[config.mk]
export PLATFORM = sky130hd
export DESIGN_NAME = risc_alu_seq
export DESIGN_NICKNAME = d
export VERILOG_FILES = /design/src/rtl/risc_alu_pkg.sv /design/src/rtl/risc_alu_muldiv_iter.sv /design/src/rtl/risc_alu_seq.sv
export SDC_FILE = /design/constraint.sdc
export NUM_CORES = 2
export LEC_CHECK = 0
export ABC_AREA = 1
export BUFFER_PORTS_ARGS = -buffer_cell sky130_fd_sc_hd__buf_2
export CAP_MARGIN = 20
export CELL_PAD_IN_SITES_DETAIL_PLACEMENT = 1
export CELL_PAD_IN_SITES_GLOBAL_PLACEMENT = 1
export CORE_AREA = 4 4 284 286
export DETAILED_ROUTE_END_ITERATION = 10
export DIE_AREA = 0 0 288 290
export PLACE_DENSITY_LB_ADDON = 0.1
export SLEW_MARGIN = 15
export SYNTH_ARGS = -nofsm -noshare
export SYNTH_HDL_FRONTEND = slang
export SYNTH_HIERARCHICAL = 1
export SYNTH_SLANG_ARGS = --single-unit
export TNS_END_PERCENT = 100
[constraint.sdc]
create_clock -name clock -period 5.5 [get_ports clock]
set_input_delay 0.825 -clock clock [delete_from_list [all_inputs] [get_ports clock]]
set_output_delay 0.825 -clock clock [all_outputs]
set_load 0.005 [all_outputs]
[src/rtl/risc_alu_pkg.sv]
// Shared op codes, FSM state type and op classification for the sequential RISC ALU.
package risc_alu_pkg;

    localparam logic [3:0] OP_SLL  = 4'd0;
    localparam logic [3:0] OP_SRA  = 4'd1;
    localparam logic [3:0] OP_SRL  = 4'd2;
    localparam logic [3:0] OP_MULU = 4'd3;
    localparam logic [3:0] OP_DIVU = 4'd4;
    localparam logic [3:0] OP_ADD  = 4'd5;
    localparam logic [3:0] OP_SUB  = 4'd6;
    localparam logic [3:0] OP_AND  = 4'd7;
    localparam logic [3:0] OP_OR   = 4'd8;
    localparam logic [3:0] OP_XOR  = 4'd9;
    localparam logic [3:0] OP_NOR  = 4'd10;
    localparam logic [3:0] OP_SLT  = 4'd11;
    localparam logic [3:0] OP_SLTU = 4'd12;
    localparam logic [3:0] OP_MULS = 4'd13;
    localparam logic [3:0] OP_DIVS = 4'd14;
    localparam logic [3:0] OP_RSVD = 4'd15;

    typedef enum logic [1:0] {
        ST_IDLE = 2'd0,
        ST_MUL  = 2'd1,
        ST_DIV  = 2'd2,
        ST_FIX  = 2'd3
    } state_e;

    function automatic logic is_iter_op(input logic [3:0] op);
        return (op == OP_MULU) || (op == OP_DIVU) || (op == OP_MULS) || (op == OP_DIVS);
    endfunction

    function automatic logic is_signed_iter_op(input logic [3:0] op);
        return (op == OP_MULS) || (op == OP_DIVS);
    endfunction

    function automatic logic is_div_op(input logic [3:0] op);
        return (op == OP_DIVU) || (op == OP_DIVS);
    endfunction

endpackage

[src/rtl/risc_alu_muldiv_iter.sv]
// Unsigned iterative core: shift-add multiply or restoring divide, one bit per clock.
// lo_o/hi_o hold product low/high or quotient/remainder once done_o has fired.
module risc_alu_muldiv_iter #(
    parameter int WIDTH = 32
) (
    input  logic             clk_i,
    input  logic             rst_n,
    input  logic             start_i,
    input  logic             div_i,
    input  logic [WIDTH-1:0] a_i,
    input  logic [WIDTH-1:0] b_i,
    output logic             done_o,
    output logic [WIDTH-1:0] lo_o,
    output logic [WIDTH-1:0] hi_o
);

    localparam int CW = $clog2(WIDTH) + 1;
    localparam logic [CW-1:0] LAST_CNT = CW'(WIDTH - 1);

    logic             busy_q, busy_d;
    logic             div_q, div_d;
    logic [CW-1:0]    cnt_q, cnt_d;
    logic [WIDTH-1:0] hi_q, hi_d;
    logic [WIDTH-1:0] lo_q, lo_d;
    logic [WIDTH-1:0] b_q, b_d;
    logic [WIDTH:0]   sum_s;
    logic [WIDTH:0]   shl_s;
    logic [WIDTH:0]   trial_s;

    // Iteration datapath and counter next-state.
    always_comb begin
        busy_d  = busy_q;
        div_d   = div_q;
        cnt_d   = cnt_q;
        hi_d    = hi_q;
        lo_d    = lo_q;
        b_d     = b_q;
        sum_s   = {1'b0, hi_q} + (lo_q[0] ? {1'b0, b_q} : {(WIDTH+1){1'b0}});
        shl_s   = {hi_q, lo_q[WIDTH-1]};
        trial_s = shl_s - {1'b0, b_q};
        if (start_i) begin
            busy_d = 1'b1;
            div_d  = div_i;
            cnt_d  = {CW{1'b0}};
            hi_d   = {WIDTH{1'b0}};
            lo_d   = a_i;
            b_d    = b_i;
        end else if (busy_q) begin
            if (div_q) begin
                // A clear borrow bit means the divisor fits: keep the difference.
                if (!trial_s[WIDTH]) begin
                    hi_d = trial_s[WIDTH-1:0];
                    lo_d = {lo_q[WIDTH-2:0], 1'b1};
                end else begin
                    hi_d = shl_s[WIDTH-1:0];
                    lo_d = {lo_q[WIDTH-2:0], 1'b0};
                end
            end else begin
                hi_d = sum_s[WIDTH:1];
                lo_d = {sum_s[0], lo_q[WIDTH-1:1]};
            end
            cnt_d = cnt_q + CW'(1);
            if (cnt_q == LAST_CNT) begin
                busy_d = 1'b0;
            end else begin
                busy_d = 1'b1;
            end
        end else begin
            busy_d = 1'b0;
        end
    end

    // Core state registers.
    always_ff @(posedge clk_i or negedge rst_n) begin
        if (!rst_n) begin
            busy_q <= 1'b0;
            div_q  <= 1'b0;
            cnt_q  <= {CW{1'b0}};
            hi_q   <= {WIDTH{1'b0}};
            lo_q   <= {WIDTH{1'b0}};
            b_q    <= {WIDTH{1'b0}};
        end else begin
            busy_q <= busy_d;
            div_q  <= div_d;
            cnt_q  <= cnt_d;
            hi_q   <= hi_d;
            lo_q   <= lo_d;
            b_q    <= b_d;
        end
    end

    assign done_o = busy_q && (cnt_q == LAST_CNT);
    assign lo_o   = lo_q;
    assign hi_o   = hi_q;

endmodule

[src/rtl/risc_alu_seq.sv]
// Handshaked RISC ALU: single-cycle logic/arith ops plus iterative signed/unsigned
// multiply and divide, with a registered result bundle held under backpressure.
module risc_alu_seq
    import risc_alu_pkg::*;
#(
    parameter  int WIDTH = 32,
    localparam int SHW   = $clog2(WIDTH)
) (
    input  logic             clock,
    input  logic             rst_n,
    input  logic             in_valid,
    output logic             in_ready,
    input  logic [WIDTH-1:0] X,
    input  logic [WIDTH-1:0] Y,
    input  logic [3:0]       ALU_OP,
    output logic             out_valid,
    input  logic             out_ready,
    output logic [WIDTH-1:0] Result,
    output logic [WIDTH-1:0] Result2,
    output logic             OF,
    output logic             UOF,
    output logic             Equal
);

    localparam logic [WIDTH-1:0] MOST_NEG = {1'b1, {(WIDTH-1){1'b0}}};

    state_e             state_q, state_d;
    logic [3:0]         op_q, op_d;
    logic [WIDTH-1:0]   x_q, x_d, y_q, y_d;
    logic [WIDTH-1:0]   result_q, result_d, result2_q, result2_d;
    logic               of_q, of_d, uof_q, uof_d, equal_q, equal_d;
    logic               out_valid_q, out_valid_d;

    logic               in_ready_s, accept_s, signed_op_s;
    logic [SHW-1:0]     shamt_s;
    logic [WIDTH:0]     add_s, sub_s;
    logic [WIDTH-1:0]   alu_res_s;
    logic               alu_of_s, alu_uof_s;
    logic [WIDTH-1:0]   core_a_s, core_b_s, core_lo_s, core_hi_s;
    logic               core_start_s, core_done_s;
    logic [2*WIDTH-1:0] prod_s, prod_fix_s;
    logic               neg_s;
    logic [WIDTH-1:0]   fix_res_s, fix_res2_s;
    logic               fix_of_s, fix_uof_s;

    risc_alu_muldiv_iter #(.WIDTH(WIDTH)) u_core (
        .clk_i   (clock),
        .rst_n   (rst_n),
        .start_i (core_start_s),
        .div_i   (is_div_op(ALU_OP)),
        .a_i     (core_a_s),
        .b_i     (core_b_s),
        .done_o  (core_done_s),
        .lo_o    (core_lo_s),
        .hi_o    (core_hi_s)
    );

    // Single-cycle result and flags, straight from the presented operands.
    always_comb begin
        shamt_s   = Y[SHW-1:0];
        add_s     = {1'b0, X} + {1'b0, Y};
        sub_s     = {1'b0, X} - {1'b0, Y};
        alu_res_s = {WIDTH{1'b0}};
        alu_of_s  = 1'b0;
        alu_uof_s = 1'b0;
        case (ALU_OP)
            OP_SLL:  alu_res_s = X << shamt_s;
            OP_SRA:  alu_res_s = $unsigned($signed(X) >>> shamt_s);
            OP_SRL:  alu_res_s = X >> shamt_s;
            OP_ADD: begin
                alu_res_s = add_s[WIDTH-1:0];
                alu_uof_s = add_s[WIDTH];
                alu_of_s  = (X[WIDTH-1] == Y[WIDTH-1]) && (add_s[WIDTH-1] != X[WIDTH-1]);
            end
            OP_SUB: begin
                alu_res_s = sub_s[WIDTH-1:0];
                alu_uof_s = sub_s[WIDTH];
                alu_of_s  = (X[WIDTH-1] != Y[WIDTH-1]) && (sub_s[WIDTH-1] != X[WIDTH-1]);
            end
            OP_AND:  alu_res_s = X & Y;
            OP_OR:   alu_res_s = X | Y;
            OP_XOR:  alu_res_s = X ^ Y;
            OP_NOR:  alu_res_s = ~(X | Y);
            OP_SLT:  alu_res_s = {{(WIDTH-1){1'b0}}, ($signed(X) < $signed(Y))};
            OP_SLTU: alu_res_s = {{(WIDTH-1){1'b0}}, (X < Y)};
            default: alu_res_s = {WIDTH{1'b0}};
        endcase
    end

    // Sign correction of the unsigned core result, using the latched operands.
    always_comb begin
        prod_s     = {core_hi_s, core_lo_s};
        neg_s      = x_q[WIDTH-1] ^ y_q[WIDTH-1];
        prod_fix_s = neg_s ? -prod_s : prod_s;
        fix_res_s  = {WIDTH{1'b0}};
        fix_res2_s = {WIDTH{1'b0}};
        fix_of_s   = 1'b0;
        fix_uof_s  = 1'b0;
        case (op_q)
            OP_MULU: begin
                fix_res_s  = core_lo_s;
                fix_res2_s = core_hi_s;
                fix_uof_s  = |core_hi_s;
            end
            OP_MULS: begin
                fix_res_s  = prod_fix_s[WIDTH-1:0];
                fix_res2_s = prod_fix_s[2*WIDTH-1:WIDTH];
                fix_of_s   = prod_fix_s[2*WIDTH-1:WIDTH] != {WIDTH{prod_fix_s[WIDTH-1]}};
            end
            OP_DIVU: begin
                fix_res_s  = core_lo_s;
                fix_res2_s = core_hi_s;
            end
            OP_DIVS: begin
                if (y_q == {WIDTH{1'b0}}) begin
                    fix_res_s  = {WIDTH{1'b1}};
                    fix_res2_s = x_q;
                end else if ((x_q == MOST_NEG) && (y_q == {WIDTH{1'b1}})) begin
                    fix_res_s  = x_q;
                    fix_res2_s = {WIDTH{1'b0}};
                    fix_of_s   = 1'b1;
                end else begin
                    fix_res_s  = neg_s ? -core_lo_s : core_lo_s;
                    fix_res2_s = x_q[WIDTH-1] ? -core_hi_s : core_hi_s;
                end
            end
            default: begin
                fix_res_s  = {WIDTH{1'b0}};
                fix_res2_s = {WIDTH{1'b0}};
            end
        endcase
    end

    // Handshake, FSM next state and result-bundle next state.
    always_comb begin
        in_ready_s   = (state_q == ST_IDLE) && (!out_valid_q || out_ready);
        accept_s     = in_valid && in_ready_s;
        signed_op_s  = is_signed_iter_op(ALU_OP);
        core_a_s     = (signed_op_s && X[WIDTH-1]) ? -X : X;
        core_b_s     = (signed_op_s && Y[WIDTH-1]) ? -Y : Y;
        core_start_s = 1'b0;
        state_d      = state_q;
        op_d         = op_q;
        x_d          = x_q;
        y_d          = y_q;
        result_d     = result_q;
        result2_d    = result2_q;
        of_d         = of_q;
        uof_d        = uof_q;
        equal_d      = equal_q;
        if (out_valid_q && out_ready) begin
            out_valid_d = 1'b0;
        end else begin
            out_valid_d = out_valid_q;
        end
        case (state_q)
            ST_IDLE: begin
                if (accept_s && is_iter_op(ALU_OP)) begin
                    core_start_s = 1'b1;
                    op_d         = ALU_OP;
                    x_d          = X;
                    y_d          = Y;
                    state_d      = is_div_op(ALU_OP) ? ST_DIV : ST_MUL;
                end else if (accept_s) begin
                    result_d    = alu_res_s;
                    result2_d   = {WIDTH{1'b0}};
                    of_d        = alu_of_s;
                    uof_d       = alu_uof_s;
                    equal_d     = (X == Y);
                    out_valid_d = 1'b1;
                end else begin
                    state_d = ST_IDLE;
                end
            end
            ST_MUL, ST_DIV: begin
                if (core_done_s) begin
                    state_d = ST_FIX;
                end else begin
                    state_d = state_q;
                end
            end
            ST_FIX: begin
                result_d    = fix_res_s;
                result2_d   = fix_res2_s;
                of_d        = fix_of_s;
                uof_d       = fix_uof_s;
                equal_d     = (x_q == y_q);
                out_valid_d = 1'b1;
                state_d     = ST_IDLE;
            end
            default: state_d = ST_IDLE;
        endcase
    end

    // State, latched operands and the result bundle.
    always_ff @(posedge clock or negedge rst_n) begin
        if (!rst_n) begin
            state_q     <= ST_IDLE;
            op_q        <= 4'd0;
            x_q         <= {WIDTH{1'b0}};
            y_q         <= {WIDTH{1'b0}};
            result_q    <= {WIDTH{1'b0}};
            result2_q   <= {WIDTH{1'b0}};
            of_q        <= 1'b0;
            uof_q       <= 1'b0;
            equal_q     <= 1'b0;
            out_valid_q <= 1'b0;
        end else begin
            state_q     <= state_d;
            op_q        <= op_d;
            x_q         <= x_d;
            y_q         <= y_d;
            result_q    <= result_d;
            result2_q   <= result2_d;
            of_q        <= of_d;
            uof_q       <= uof_d;
            equal_q     <= equal_d;
            out_valid_q <= out_valid_d;
        end
    end

    assign in_ready  = in_ready_s;
    assign out_valid = out_valid_q;
    assign Result    = result_q;
    assign Result2   = result2_q;
    assign OF        = of_q;
    assign UOF       = uof_q;
    assign Equal     = equal_q;

endmodule

# After elaboration in Yosys (flattened, before gate mapping)
# Cells that the tools add are included.
# W data, S select, Z words.
[classes]
shifts = 3
n_lt_le_gt_ge = 2
bitwise_logic = 5
n_addsub = 10
reduce_logical = 28
eq_ne = 35
muxes = 58
[ops]
columns = ["operator", "n"]
rows = [
  ["$mux W32", 20],
  ["$pmux W32 S11", 1],
  ["$pmux W32 S3", 2],
  ["$neg A32 Y32", 4],
  ["$pmux W32 S2", 2],
  ["$eq A32 B32 Y1", 2],
  ["$eq A32 B32 Y1 const B", 2],
  ["$lt A32 B32 Y1", 2],
  ["$mux W64", 1],
  ["$neg A64 Y64", 1],
  ["$eq A4 B4 Y1 const B", 9],
  ["$add A32 B32 Y33", 1],
  ["$add A32 B33 Y33", 1],
  ["$sub A32 B32 Y33", 1],
  ["$sub A33 B32 Y33", 1],
  ["$and A32 B32 Y32", 1],
  ["$logic_not A32 Y1", 1],
  ["$ne A32 B32 Y1", 1],
  ["$not A32 Y32", 1],
  ["$or A32 B32 Y32", 1],
  ["$reduce_or A32 Y1", 1],
  ["$shl A32 B5 Y32", 1],
  ["$shr A32 B5 Y32", 1],
  ["$sshr A32 B5 Y32", 1],
  ["other kinds (27)", 82],
]
[word_totals]
wordCells = 157
in_bits = 72
out_inout_bits = 69
ff_bits = 242

# Logic depth before layout (Yosys ltp)
[depth]
ltp_word = 8
mapped_depth = 23
depth_no_buf = 21

# Hierarchy
# The synthesis kept the hierarchy.
[by_module_without_submodules]
columns = ["module", "seq_area_each_um2", "instances", "area_per_inst_um2", "cells_each"]
rows = [
  ["risc_alu_seq", 3453.3, 1, 21094.0, 3624],
  ["risc_alu_muldiv_iter", 2602.5, 1, 9949.5, 1624],
]

# Worst setup path after synthesis
# Ideal clock, no wire load.
[synth_path]
path_type = "input port to flip-flop"
from = "in Y[3]"
to = "reg result_q[24] (netlist: Result[24])"
n_path_buf = 3
setup_time_ns = 0.124
path_slack_ns = 2.065
path_stages = 18
required_ns = 5.376
arrival_time_ns = 3.311
cell_sequence = "buf_2 -> inv_2 -> clkbuf_1 -> clkbuf_1 -> ha_1 -> nor2_1 -> nand2_1 -> nand2_1 -> a21oi_1 -> o21bai_1 -> inv_1 -> o21ai_1 -> a21boi_0 -> or2_1 -> nand3_1 -> nand3_1 -> nand2_1 -> nand2_1"
[synth_via]
elab_chain_cells = 5
elab_cells_between_ends = 9
classes_between = "add/sub (2); shift (3); mux (4)"
[synth_rtl]
columns = ["element", "line", "source"]
rows = [
  ["from (decl)", "risc_alu_seq.sv:14", "input logic [WIDTH-1:0] Y,"],
  ["$sub A32 B32 Y33, or another cell as far along", "risc_alu_seq.sv:62", "sub_s = {1'b0, X} - {1'b0, Y};"],
  ["$pmux W32 S11 (*)", "risc_alu_seq.sv:66", "case (ALU_OP)"],
  ["$mux W32 (*)", "risc_alu_seq.sv:164", "end else if (accept_s) begin"],
  ["$mux W32 (*)", "risc_alu_seq.sv:158", "if (accept_s && is_iter_op(ALU_OP)) begin"],
  ["$pmux W32 S2 (*)", "risc_alu_seq.sv:156", "case (state_q)"],
  ["to (signal assigned)", "risc_alu_seq.sv:202", "result_q <= {WIDTH{1'b0}};"],
  ["to (signal assigned)", "risc_alu_seq.sv:213", "result_q <= result_d;"],
  ["to (decl)", "risc_alu_seq.sv:30", "logic [WIDTH-1:0] result_q, result_d, result2_q, result2_d;"],
]
# Mark *: on every way between the ends. The rest lies on a longest branch, timed or not. The select of a mux whose other input is x is not followed.
# A chain may end at the register's enable or synchronous reset.

# Worst setup path in the final report
[layout_path]
from = "in ALU_OP[0]"
to = "reg u_core.lo_q[2] (netlist: u_core/lo_o[2])"
[layout_via]
elab_chain_cells = 8
elab_cells_between_ends = 15
classes_between = "eq/ne (4); mux (4); reduce/logical (7)"
[layout_rtl]
columns = ["element", "line", "source"]
rows = [
  ["from (decl)", "risc_alu_seq.sv:15", "input logic [3:0] ALU_OP,"],
  ["$eq A4 B2 Y1 or $eq A4 B3 Y1 (tied branches)", "risc_alu_pkg.sv:29", "return (op == OP_MULU) || (op == OP_DIVU) || (op == OP_MULS) || (op == OP_DIVS);"],
  ["$logic_or A1 B1 Y1 (2 in a row)", "risc_alu_pkg.sv:29", ""],
  ["$logic_or A1 B1 Y1 (*)", "risc_alu_pkg.sv:29", ""],
  ["$logic_and A1 B1 Y1 (*)", "risc_alu_seq.sv:158", ""],
  ["$mux W1 (*)", "risc_alu_seq.sv:158", ""],
  ["$mux W1 (*)", "risc_alu_seq.sv:156", ""],
  ["named net core_start_s", "risc_alu_seq.sv:40", "logic core_start_s, core_done_s;"],
  ["$mux W32 or $reduce_bool A2 Y1 (tied branches)", "--", ""],
  ["to (signal assigned)", "risc_alu_muldiv_iter.sv:80", "lo_q <= {WIDTH{1'b0}};"],
  ["to (signal assigned)", "risc_alu_muldiv_iter.sv:87", "lo_q <= lo_d;"],
  ["to (decl)", "risc_alu_muldiv_iter.sv:24", "logic [WIDTH-1:0] lo_q, lo_d;"],
]
# Mark *: on every way through the listed nets, which the timed path passes. The rest lies on a longest branch.

==> flow_summary.toml <==
[critical_path]
worstPathMaxFanout = 49
arrival_ns = 4.38
critPathRequiredTime_ns = 5.87
crit_type = "in2reg"
worstSetupStartpointType = "input pin"
cp-end-kind = "register"

[sta]
relSlewSlack_pct = 29.0
setup_violations = 0
slew_violations = 0
finalCritPeriodShare_pct = 72.9
fin_skew_ns = 0.0485
hold_viol = 0
worst_pin_slew_ns = 1.06
post-route-min-period_ns = 4.01
fmax_mhz = 249
tns_ns = 0
rsz0062_at_grt = "no"
fin_hold_ws_ns = 0.257

[floorplanning]
chipHeight_um = 290
num_io_pins = 141
coreArea_um2 = 78400
die_w_um = 288
rows = 103
die_area_um2 = 83500
initial_core_util_pct = 39.6

[clock_tree]
cts-root-buf = "clkbuf_16"
post_cts_buffers = 0
clkTransAtPathRegs_ns = 0.06
tritoncts = "yes"
htree_num_levels = 2
numCtsBuffers = 35
cts_hold_buf = 0
cts_sinks = 242
post_cts_resized = 0
clkLatencyLatePin_ns = 0.58
cts_buffer_depth = 3

[global_route]
grt_pass1_vias = 38200
antenna_found_initial = 8
grt_usage_pct = 44.7
grt_max_degree = 107
grt_overflow = 0
grt_pass1_wl_mm = 274

[synthesis]
synthSimpleGateAreaFrac_pct = 35.5
synth_mux_area_share_pct = 0.258
synth_seq_cells = 242
synth_xor_area_share_pct = 4.03
synth-compound-area-share_pct = 21.9
synthCells = 5248
synth.avg_cell_area_um2 = 5.92
synth_top_family_by_area = "simple AND/OR/NAND/NOR gates"
synth_edf_count = 0
seq_area_frac_synth_pct = 19.5
syn_nets = 5509
async_flop_share_pct = 100
syn_area_um2 = 31000
ys.flop_type = "dfrtp_1"
synthAdderAreaFrac_pct = 7.71
netlist-cell-type-count = 74
yosys_warnings = 6

[cells_and_area]
fill_cells = 10900
area_delta_synth_final_pct = 9.73
final_common_cell = "nand2_1"
finish.net_count = 5557
most-common-layout-cells = "nand2_1 (1576), inv_1 (620), nor2_1 (501)"
seqCellArea_um2 = 6060
finalInstanceArea_um2 = 34100
multi_input_area_um2 = 21600
drive_gt1_share_pct = 8.16
final_util_pct = 43.5

[power]
p_per_area_nw_per_um2 = 581
ir_drop_v = 0.000384
p_leak_uw = 0.0169

[outcome]
outcome = "complete, no violations"

[place]
port_buffers = 140
placed_cell_area_um2 = 32800
place_hpwl_mm = 157
place.gp.congestion = 1.08

[route]
drc_errors = 0
post_drt_wl_per_cell_um = 30.3
firstDrtPassIters = 6
detail_route.wirelength_mm = 193
via_count = 39000
final_antenna_net_count = 0
drt_iter0_markers = 4403
vias_per_cell = 6.12

[job]
max_cap_viol_count = 0

[min_path]
hp-class = "in2async"
-- metal layers --
metal / vias to the layer above / global-route usage (%) / wire length [um]
met1: 19000 / 56.9 / 75600
met4: 2 / 33.9 / 18800
li1: 17400 / - / -
met2: 2117 / 67.5 / 81600
met3: 565 / 7.53 / 16900
met5: - / 0 / 13
-- layout make-up --
class | instances | share of cell area (%)
Multi-Input combinational cell | 4137 | 63.4
Sequential cell | 242 | 17.8
Inverter | 656 | 7.24
Timing Repair Buffer | 224 | 4.05
Tap cell | 1050 | 3.86
Clock buffer | 44 | 2.79
Clock inverter | 17 | 0.834
Antenna cell | 4 | 0.0294
-- logic make-up (layout without fill, tap and decap cells) --
kind of cell | after synthesis | after routing
AO/OA/AOI/OAI | 1166 | 1166
other | 0 | 4
buffers and inverters | 869 | 941
XOR/XNOR | 143 | 143
flip-flops | 242 | 242
multiplexers | 8 | 8
adder cells (fa/ha/maj) | 189 | 189
AND/OR/NAND/NOR | 2631 | 2631
-- power breakdown --
| part | switching (uW) | internal, uW |
|---|---|---|
| Sequential | 1890 | 2500 |
| Combinational | 9040 | 3810 |
| Clock | 986 | 1560 |
| Total | 11900 | 7870 |
-- per-stage QoR --
step | std cells | total power, uW | setup WS [ns]
2_1_floorplan | 5248 | 11800 | 2.06
3_3_place_gp | 6309 | 16400 | 1.21
3_5_place_dp | 6309 | 16600 | 1.02
4_1_cts | 6370 | 19300 | 1.57
5_1_grt | 6370 | 21000 | 1.40
6_report | 6374 | 19800 | 1.49
-- synth_stat cells (all sizes together), types with 19 or more instances --
cell	count	area (um^2)
or2	20	125
xor2	124	1090
inv	652	2450
clkbuf	136	510
nor3	62	363
buf	77	444
nor2	537	2160
nand2	1608	6130
nand4	61	382
xnor2	19	166
o221ai	59	517
o21ai	550	2790
nand3	291	1520
a21oi	300	1510
ha	185	2310
dfrtp	242	6060
a22oi	38	285
o22ai	22	138
nor4	36	246
o211ai	56	420
-- sequential cells by signal, indices dropped and copies added, names as in the netlist, 4 cells and up --
register	count
y_q	32
u_core/lo_o	32
Result	32
x_q	32
Result2	32
u_core/hi_o	32
u_core/cnt_q	6
u_core/b_q	32
op_q	4
-- critical path, stage by stage --
cell	delay (ns)
buf_2	0.13
nor2_2	0.06
inv_2	0.07
nand3_1	0.09
nor2_1	0.64
inv_2	0.13
nand2_1	0.20
nand2_4	0.22
clkinv_2	0.14
buf_4	0.47
nor2_2	0.08
buf_4	0.29
inv_1	0.12
buf_4	0.49
o221ai_1	0.26
-- worst paths after layout --
check                       startpoint              to  slack [ns]  cells past startpoint
max reg2reg                     x_q[4]      Result[18]        1.53                     13
min in group clock         Result2[23]     Result2[23]        0.48                      2
min reg2reg                Result2[23]     Result2[23]        0.48                      2
min                              rst_n  u_core/lo_o[7]        0.26                      1
max in group asynchronous        rst_n       Result[8]        3.88                      2
max                          ALU_OP[0]  u_core/lo_o[2]        1.49                     15
(Power assumes the default switching activity.)
